--- config.mk ---
export PLATFORM = sky130hd
export DESIGN_NAME = instr_injector
export DESIGN_NICKNAME = d
export VERILOG_FILES = /design/src/rtl/instr_injector_pkg.sv /design/src/rtl/instr_injector.sv
export SDC_FILE = /design/constraint.sdc
export NUM_CORES = 1
export LEC_CHECK = 0
export ABC_CLOCK_PERIOD_IN_PS = 2080
export BUFFER_PORTS_ARGS = -buffer_cell sky130_fd_sc_hd__buf_2
export CELL_PAD_IN_SITES_DETAIL_PLACEMENT = 1
export CELL_PAD_IN_SITES_GLOBAL_PLACEMENT = 1
export CORE_MARGIN = 5
export CORE_UTILIZATION = 39
export DETAILED_ROUTE_END_ITERATION = 12
export PLACE_DENSITY_LB_ADDON = 0.1
export SLEW_MARGIN = 20
export SYNTH_ARGS = -nofsm -noshare
export SYNTH_HDL_FRONTEND = slang
export SYNTH_SLANG_ARGS = --single-unit
--- constraint.sdc ---
create_clock -name clk -period 2.08 [get_ports clk]
set_input_delay 0.416 -clock clk [delete_from_list [all_inputs] [get_ports clk]]
set_output_delay 0.416 -clock clk [all_outputs]
set_load 0.005 [all_outputs]
--- src/rtl/instr_injector_pkg.sv ---
// rtl/instr_injector_pkg.sv - request kinds, opcodes, register codes and the word encoder for instr_injector
package instr_injector_pkg;

  typedef enum logic [1:0] {
    REQ_SETREG = 2'd0,
    REQ_RAW    = 2'd1,
    REQ_END    = 2'd2,
    REQ_RSVD   = 2'd3
  } req_kind_e;

  typedef enum logic [4:0] {
    OP_LITL = 5'd0,
    OP_LITH = 5'd1,
    OP_FUNC = 5'd31
  } op_e;

  typedef enum logic [3:0] {
    REG_R = 4'd0,
    REG_S = 4'd1,
    REG_C = 4'd2,
    REG_X = 4'd6
  } reg_e;

  localparam logic [3:0] OPD_DONE   = 4'hF;
  localparam logic [8:0] INSTR_DONE = {OP_FUNC, OPD_DONE};

  function automatic logic [8:0] enc(op_e op, logic [3:0] opd);
    return {op, opd};
  endfunction

endpackage

--- src/rtl/instr_injector.sv ---
// rtl/instr_injector.sv - turns boot/debug requests into 9-bit instruction words for the fetch mux
// Optional build macro LIT_SHORTCUT_EN: SETREG with a zero high nibble skips the LITH word.
module instr_injector
  import instr_injector_pkg::*;
#(
  parameter int CNT_W = 16
) (
  input  logic             clk,
  input  logic             rst_n,
  input  logic             req_valid,
  output logic             req_ready,
  input  logic [1:0]       req_kind,
  input  logic [3:0]       req_dst,
  input  logic [7:0]       req_val,
  input  logic [8:0]       req_raw,
  output logic [8:0]       instr,
  output logic             instr_valid,
  input  logic             instr_ready,
  output logic             err,
  output logic             done,
  output logic [CNT_W-1:0] instr_cnt
);

  typedef enum logic [2:0] {
    S_IDLE,
    S_LIT_LO,
    S_LIT_HI,
    S_MOV,
    S_RAW,
    S_END
  } state_e;

`ifdef LIT_SHORTCUT_EN
  localparam bit SHORTCUT = 1'b1;
`else
  localparam bit SHORTCUT = 1'b0;
`endif

  state_e           r_state;
  logic [8:0]       r_instr;
  logic             r_instr_valid;
  logic             r_err;
  logic [CNT_W-1:0] r_cnt;
  logic [3:0]       r_dst;
  logic [3:0]       r_val_hi;

  state_e           w_state_nxt;
  logic [8:0]       w_instr_nxt;
  logic             w_valid_nxt;
  logic             w_err_nxt;
  logic             w_accept;
  logic             w_beat;
  logic             w_skip_hi;
  state_e           w_after_lit_state;
  logic [8:0]       w_after_lit_instr;
  logic             w_after_lit_valid;

  assign w_accept  = req_valid && (r_state == S_IDLE);
  assign w_beat    = r_instr_valid && instr_ready;
  assign w_skip_hi = SHORTCUT && (r_val_hi == 4'd0);

  // Once the literal is built, dst=r already holds it; any other dst needs a MOV whose opcode is the dst code.
  always_comb begin
    w_after_lit_state = S_MOV;
    w_after_lit_instr = {1'b0, r_dst, 4'd0};
    w_after_lit_valid = 1'b1;
    if (r_dst == REG_R) begin
      w_after_lit_state = S_IDLE;
      w_after_lit_instr = 9'h000;
      w_after_lit_valid = 1'b0;
    end
  end

  always_comb begin
    w_state_nxt = r_state;
    w_instr_nxt = r_instr;
    w_valid_nxt = r_instr_valid;
    w_err_nxt   = 1'b0;
    case (r_state)
      S_IDLE: begin
        if (req_valid) begin
          case (req_kind_e'(req_kind))
            REQ_SETREG: begin
              if (req_dst == REG_S) begin
                w_err_nxt = 1'b1;
              end else begin
                w_state_nxt = S_LIT_LO;
                w_instr_nxt = enc(OP_LITL, req_val[3:0]);
                w_valid_nxt = 1'b1;
              end
            end
            REQ_RAW: begin
              w_state_nxt = S_RAW;
              w_instr_nxt = req_raw;
              w_valid_nxt = 1'b1;
            end
            REQ_END: begin
              w_state_nxt = S_END;
              w_instr_nxt = INSTR_DONE;
              w_valid_nxt = 1'b1;
            end
            default: w_err_nxt = 1'b1;
          endcase
        end
      end
      S_LIT_LO: begin
        if (w_beat) begin
          if (w_skip_hi) begin
            w_state_nxt = w_after_lit_state;
            w_instr_nxt = w_after_lit_instr;
            w_valid_nxt = w_after_lit_valid;
          end else begin
            w_state_nxt = S_LIT_HI;
            w_instr_nxt = enc(OP_LITH, r_val_hi);
          end
        end
      end
      S_LIT_HI: begin
        if (w_beat) begin
          w_state_nxt = w_after_lit_state;
          w_instr_nxt = w_after_lit_instr;
          w_valid_nxt = w_after_lit_valid;
        end
      end
      default: begin
        if (w_beat) begin
          w_state_nxt = S_IDLE;
          w_instr_nxt = 9'h000;
          w_valid_nxt = 1'b0;
        end
      end
    endcase
  end

  always_ff @(posedge clk or negedge rst_n) begin
    if (!rst_n) begin
      r_state       <= S_IDLE;
      r_instr       <= 9'h000;
      r_instr_valid <= 1'b0;
      r_err         <= 1'b0;
      r_cnt         <= '0;
      r_dst         <= 4'd0;
      r_val_hi      <= 4'd0;
    end else begin
      r_state       <= w_state_nxt;
      r_instr       <= w_instr_nxt;
      r_instr_valid <= w_valid_nxt;
      r_err         <= w_err_nxt;
      if (w_beat) r_cnt <= r_cnt + CNT_W'(1);
      if (w_accept) begin
        r_dst    <= req_dst;
        r_val_hi <= req_val[7:4];
      end
    end
  end

  assign req_ready   = (r_state == S_IDLE);
  assign instr       = r_instr;
  assign instr_valid = r_instr_valid;
  assign err         = r_err;
  assign done        = (r_state == S_END) && w_beat;
  assign instr_cnt   = r_cnt;

endmodule

== Word-level counts from Yosys, hierarchy flattened ==
Cells that the tools add are included.
W data, S select, Z words.

* Equality and inequality tests: 12
* Reductions and logical operators: 10
* Muxes and demuxes: 27
* Bitwise gates (word level): 1
* Add/sub/neg operators: 1

{| class="wikitable"
|+ Operators by type and width
! cell !! count
|-
| $pmux W9 S3 || 2
|-
| $mux W9 || 5
|-
| $pmux W3 S3 || 2
|-
| $add A16 B1 Y16 const B || 1
|-
| $mux W3 || 5
|-
| $reduce_and A6 Y1 || 2
|-
| $mux W1 || 8
|-
| $mux W8 || 1
|-
| $ne A2 B2 Y1 const B || 3
|-
| $eq A4 B1 Y1 const B || 1
|-
| $logic_not A4 Y1 || 1
|-
| $ne A4 B1 Y1 const B || 1
|-
| $pmux W1 S2 || 2
|-
| $eq A3 B1 Y1 const B || 1
|-
| $eq A3 B2 Y1 const B || 1
|-
| $eq A3 B3 Y1 const B || 1
|-
| $logic_and A1 B1 Y1 || 3
|-
| $logic_not A3 Y1 || 1
|-
| $ne A3 B2 Y1 const B || 1
|-
| $ne A3 B3 Y1 const B || 1
|-
| $pmux W1 S3 || 1
|-
| $eq A2 B1 Y1 const B || 1
|-
| $eq A2 B2 Y1 const B || 1
|-
| $logic_not A2 Y1 || 1
|-
| other kinds (4) || 4
|}

* Output and inout port bits: 29
* Register bits after elaboration: 38
* Input bits: 27
* Word-level logic and storage cells: 58

== Logic depth before layout (Yosys ltp) ==
Gate-level depths: netlist of the first run.

* Depth after elaboration: 5
* Mapped depth: 7
* Depth with buffers taken out: 6

== Worst setup path after synthesis of the first run ==
No wires, ideal clock.

* Kind: input to register
* Start: input port req_kind[0]
* End: register r_state[2]
* Data arrival time: 1.677 ns
* Buffers on the path: 1
* Data required time: 1.955 ns
* Setup time: 0.125 ns
* Path slack: 0.278 ns
* Stages: 7
* Cells stage by stage: inv_1 > ha_1 > o21ai_0 > a21oi_1 > a21oi_2 > buf_6 > mux2_4

* Cells in the longest elaborated chain, start to end: 4
* Elaborated cells between the ends (all ways): 9
* Classes of those cells: eq/ne (4); mux (3); reduce/logical (2)

{| class="wikitable"
|+ RTL lines
! item !! RTL line !! RTL
|-
| start: declaration || instr_injector.sv:12 || <nowiki>input logic [1:0] req_kind,</nowiki>
|-
| $eq A2 B2 Y1 (tied with other cells) || instr_injector.sv:82 || <nowiki>case (req_kind_e'(req_kind))</nowiki>
|-
| $pmux W3 S3 || instr_injector.sv:82 ||
|-
| $mux W3 || instr_injector.sv:81 || <nowiki>if (req_valid) begin</nowiki>
|-
| $pmux W3 S3 || instr_injector.sv:79 || <nowiki>case (r_state)</nowiki>
|-
| end signal: assignment || instr_injector.sv:145 || <nowiki>r_state <= w_state_nxt;</nowiki>
|-
| end: declaration || instr_injector.sv:39 || <nowiki>state_e r_state;</nowiki>
|}

Several ways; a longest one is shown, not always the timed one. The select of a mux whose other input is x is not followed.
A chain may end at the register's enable or synchronous reset.

== Worst setup path in the final report of the first run ==
* Start: register r_state[1]
* End: output port done

* Cells in the longest elaborated chain, start to end: 2

{| class="wikitable"
|+ RTL lines
! item !! RTL line !! RTL
|-
| $eq A3 B3 Y1 || instr_injector.sv:161 || <nowiki>assign done = (r_state == S_END) && w_beat;</nowiki>
|-
| $logic_and A1 B1 Y1 || instr_injector.sv:161 ||
|-
| end: declaration || instr_injector.sv:20 || <nowiki>output logic done,</nowiki>
|}

Every way passes these cells.

==> impl_metrics.ini, run 1 <==
[status]
status = finished, final reports clean

[flow_run]
drv_cap = 0

[finish]
antenna_cells = 0
drive_above_1_share_pct = 39.9
fin_util_pct = 50.5
nets = 269
areaGrowthSynthToFinish_pct = 24.3
fillers = 547
layout_commonest_cell = buf_2
layout_common_cells = buf_2 (55), dfrtp_1 (37), a21oi_1 (16), nor2_1 (13), xnor2_1 (13)
multiInputGateArea_sq_um = 937
ff_latch_area_sq_um = 952

[placement]
hpwl_mm = 4.03
io_buffers = 55
place_congestion = 0.833

[yosys]
avgSynthCellArea_sq_um = 11.0
synth_edf_count = 0
ys_seq_area_share_pct = 48.9
synthesis.nets = 209
ys_ff_latch = 38
synthesis.area_sq_um = 1940
ys_warn_count = 0
synth_cells = 177
ys_types = 44
async_reset_ff_share_pct = 100
synth_top_flop_cell = dfrtp_1

[route]
vias = 1582
drc = 0
wl_met1_mm = 2.28
drt_iter0_drc = 77
drt-total-wl_mm = 5.10
wl_met2_mm = 2.54
drt-pass1-iter-count = 4
final_antenna_net_count = 0
wl_met3_microns = 198
wl_per_cell_microns = 16.7
routed.top_layer = met4
vias_per_cell = 5.19

[worst_setup_path]
r2r-start = instr_valid
cp-start-kind = register
r2r-end = instr_cnt[13]
worstSetupEndpointType = primary output
cp.required_ns = 1.66
path_cells = nand2b_1 -> nor2_1 -> and2_2 -> buf_2
path_max_fanout = 17
crit_slowest_cell = dfrtp_2
worst-setup-path-type = reg2out
slowest_delay_ns = 0.53
reg2reg_slack_ns = 0.40
r2r_cells = 4
worstPathArrival_ns = 1.56

[power]
ir_worst_vdd_mv = 0.526
cellLeakagePower_uw = 0.00114
p_per_area_nw_per_um2 = 1170

[floorplanning]
io_pins = 56
dieWidth_microns = 80.6
floorplan.initialDensity_pct = 40.6
die_y_microns = 80.6
coreArea_sq_um = 4790
dieArea_sq_um = 6490
std_cell_rows = 25

[clocking]
cts-htree-levels = 2
clk_latency_ns = 0.29
cts_buffer_depth = 2
cts_root_buf = clkbuf_8
post_cts_buffers = 0
clk_pin_slew_ns = 0.08
cts-buffers-inserted = 5
cts_tree = yes
clock_sinks = 38

[timing]
setup_viol_count_final = 0
finalClockSkew_ns = 0.00472
min_period_over_period_pct = 94.8
slew_headroom_pct = 41.9
tightest_slew_ns = 0.872
period_needed_ns = 1.97
hold_violations = 0
rsz0062_at_grt = false
fmax_mhz = 507
maxSlewViolCount = 0
holdWs_ns = 0.232

[grt]
grt_pass1_wl_mm = 8.58
grt_overflow = 0
grt.total_usage_pct = 17.4
antenna_found_initial = 0
grt_max_degree = 39
grt_pass1_vias = 1700

[hold_path]
min_path_type = in2async
kinds of logic after synthesis:
logic type	Yosys count	synth area share, %
xor+xnor	15	6.76
buf+inv	10	2.96
fa+ha+maj	5	3.22
simple gates	55	16.2
flops	38	48.9
mux	12	7.15
compound gates	42	14.8
sequential cells by signal, summed over array words and instances (netlist names):
name / cells
instr_valid: 1
instr_cnt: 16
err: 1
r_val_hi: 4
r_dst: 4
instr: 9
r_state: 3
layout make-up:
class	instances	area share (%)
Clock inverter	3	1.87
Clock buffer	5	2.85
Timing Repair Buffer	61	13.3
Inverter	2	0.311
Sequential cell	38	39.4
Multi-Input combinational cell	129	38.8
Tap cell	67	3.47
what timing repair did:
| item | in CTS | in global routing |
|---|---|---|
| setup endpoints to repair | 1 | 1 |
| gates cloned | 0 | 0 |
| gates resized for setup | 1 | 1 |
| hold buffers | 0 | 0 |
through the flow:
step	cell area [sq um]	TNS [ns]	cells	total power, uW	worst slack, ns
after floorplan	1940	0	177	1830	0.278
after global placement	2300	0	297	2160	0.129
after detailed placement	2300	-0.00484	297	2210	-0.00484
after CTS	2410	0	305	2860	0.0476
after global routing	2410	0	305	3040	0.0382
final	2410	0	305	2830	0.108
how the worst max path moves through the flow:
stage                           start  slack (ns)         end  cells past startpoint
after floorplan           req_kind[0]        0.28  r_state[2]                      7
after global placement    req_kind[0]        0.13    instr[8]                      7
after detailed placement  req_kind[0]      -0.005    instr[8]                      7
after CTS                 instr_valid        0.05        done                      4
after global routing       r_state[1]        0.04        done                      4
final                      r_state[1]        0.11        done                      4
power breakdown:
group	internal (uW)	switching [uW]	total (uW)
Combinational	520	456	975
Clock	357	273	629
Sequential	962	262	1220
layer usage:
layer	track usage [%]	vias up
li1	-	752
met5	0	-
met1	22.2	787
met4	5.74	0
met3	4.04	9
met2	29.0	34
worst max-delay path: cells and delay by family (launching register included):
kind          cells  cell delay, ns
buf+inv           1            0.10
flops             1            0.53
simple gates      3            0.63
synthesized netlist by cell type, types with 2 or more instances:
| library cell | n | area share [%] |
|---|---|---|
| and2_2 | 2 | 0.77 |
| o2bb2ai_1 | 5 | 2.3 |
| nor2b_1 | 2 | 0.64 |
| a21oi_1 | 16 | 4.1 |
| nand2_1 | 13 | 2.5 |
| o21ai_0 | 5 | 1.3 |
| ha_1 | 5 | 3.2 |
| nand4_1 | 3 | 0.97 |
| nor2_1 | 13 | 2.5 |
| and4_1 | 4 | 1.8 |
| nand3_1 | 6 | 1.5 |
| xor2_1 | 2 | 0.90 |
| buf_6 | 2 | 1.2 |
| a22o_2 | 2 | 1.0 |
| xnor2_1 | 13 | 5.9 |
| a22oi_1 | 4 | 1.5 |
| inv_1 | 2 | 0.39 |
| dfrtp_1 | 38 | 49 |
| clkbuf_1 | 3 | 0.58 |
| nand2b_1 | 3 | 0.97 |
| mux2_2 | 11 | 6.4 |
Power figures use the tool's default switching activity.
==> run 2: changes to the inputs <==
--- a/config.mk
+++ b/config.mk
@@ -13,6 +13,7 @@
 export CORE_UTILIZATION = 39
 export DETAILED_ROUTE_END_ITERATION = 12
 export PLACE_DENSITY_LB_ADDON = 0.1
+export REMOVE_ABC_BUFFERS = 1
 export SLEW_MARGIN = 20
 export SYNTH_ARGS = -nofsm -noshare
 export SYNTH_HDL_FRONTEND = slang
==> impl_metrics.ini, run 2 (synthesis results as in run 1) <==
[worst_setup_path]
r2r_cells = 5
worstSetupEndpointType = primary output
path_buf_inv = 1
path_max_fanout = 17
r2r-end = instr[7]
worst-setup-path-type = reg2out
worstPathArrival_ns = 1.53
reg2reg_slack_ns = 0.37
cp.required_ns = 1.66
r2r-start = r_state[1]
crit_slowest_cell = dfrtp_2
slowest_delay_ns = 0.53
path_cells = nand2b_1 -> nor2_1 -> and2_2 -> buf_2
cp_top_family = simple AND/OR/NAND/NOR gates
cp-start-kind = register

[clocking]
cts_tree = yes
post_cts_buffers = 0
clk_pin_slew_ns = 0.07
clock_sinks = 38
ctsHoldBuffers = 0
ctsResizeCount = 1
cts-buffers-inserted = 5
cts_root_buf = clkbuf_8
clk_latency_ns = 0.29
cts_buffer_depth = 2
cts-htree-levels = 2

[route]
routed.top_layer = met4
wl_met3_microns = 227
drt-pass1-iter-count = 4
vias_per_cell = 5.19
wl_met1_mm = 2.20
vias = 1588
drt_iter0_drc = 41
wl_met2_mm = 2.50
wl_per_cell_microns = 16.3
final_antenna_net_count = 0
drc = 0
drt-total-wl_mm = 4.98

[finish]
fillers = 551
ff_latch_area_sq_um = 952
final_cells = 306
drive_above_1_share_pct = 39.7
largest_register_ff_count = 16
layout_commonest_cell = buf_2
layout_common_cells = buf_2 (55), dfrtp_1 (37), a21oi_1 (16)
multiInputGateArea_sq_um = 935
nets = 272
antenna_cells = 0
areaGrowthSynthToFinish_pct = 23.7

[timing]
min_period_over_period_pct = 93.6
tightest_slew_ns = 0.646
finalClockSkew_ns = 0.00671
setup_viol_count_final = 0
slew_headroom_pct = 56.6
rsz0062_at_grt = false
setup_tns_ns = 0
hold_violations = 0
maxSlewViolCount = 0
worst_slack_ns = 0.133
fmax_mhz = 514
period_needed_ns = 1.95
holdWs_ns = 0.140

[grt]
grt_pass1_vias = 1725
antenna_found_initial = 0
grt_max_degree = 28
grt.total_usage_pct = 17.3
grt_overflow = 0
grt_pass1_wl_mm = 8.64

[flow_run]
drv_cap = 0

[floorplanning]
floorplan.initialDensity_pct = 40.6
coreArea_sq_um = 4790
io_pins = 56
std_cell_rows = 25
die_y_microns = 80.6
dieWidth_microns = 80.6
dieArea_sq_um = 6490

[power]
ir_worst_vdd_mv = 0.414
p_per_area_nw_per_um2 = 1120
cellLeakagePower_uw = 0.00115

[placement]
io_buffers = 55
dp.cells = 300
pre_cts_ws_ns = 0.0109
place_congestion = 0.826
hpwl_mm = 3.93

[status]
status = finished, final reports clean

[hold_path]
min_path_type = in2async
[run 2: cell types whose count changed in the layout (fill, tap and decap cells not counted), sizes merged]
cell      change
buf           +3
clkinvlp      -2
bufinv        -1
clkbuf        +1
[run 2: worst max path at each step]
stage                 from  endpoint  slack, ns  cells after the start
4_1_cts         r_state[1]      done       0.11                      4
6_report        r_state[1]      done       0.13                      4
2_1_floorplan  req_kind[0]  instr[8]       0.04                      6
5_1_grt         r_state[1]      done      0.008                      4
3_3_place_gp   req_kind[0]  instr[8]       0.12                      7
3_5_place_dp   req_kind[1]  instr[7]       0.01                      8
[run 2: worst register-to-register path: stages (launching register included)]
cell and delay (ns):
dfrtp_2 0.53, nor3_4 0.32, buf_4 0.22, a21oi_2 0.11, buf_4 0.18, a22o_2 0.25
[run 2: through the flow]
step                      cell area, sq um  power, uW  util [%]
after CTS                             2400       2730      50.2
final                                 2400       2680      50.2
after detailed placement              2320       2210      48.5
after floorplan                       1890       1770         -
after global routing                  2400       2900      50.2
after global placement                2320       2150      48.5
[run 2: power breakdown]
part	internal, uW	total (uW)	switching (uW)	leakage [uW]
clock	256	497	242	0.0000431
combinational	523	984	461	0.000617
sequential	963	1200	241	0.000491
[run 2: final cells by class]
cell class | instances | area share, %
sequential | 38 | 39.6
clock buffer | 6 | 3.44
timing repair buffer | 64 | 14.3
multi-input combinational | 129 | 38.9
tap | 67 | 3.49
inverter | 2 | 0.312
[run 2: routing by layer]
metal	vias to the layer above	track usage [%]
li1	753	-
met3	5	4.26
met5	-	0
met4	0	5.07
met2	40	28.7
met1	790	22.1
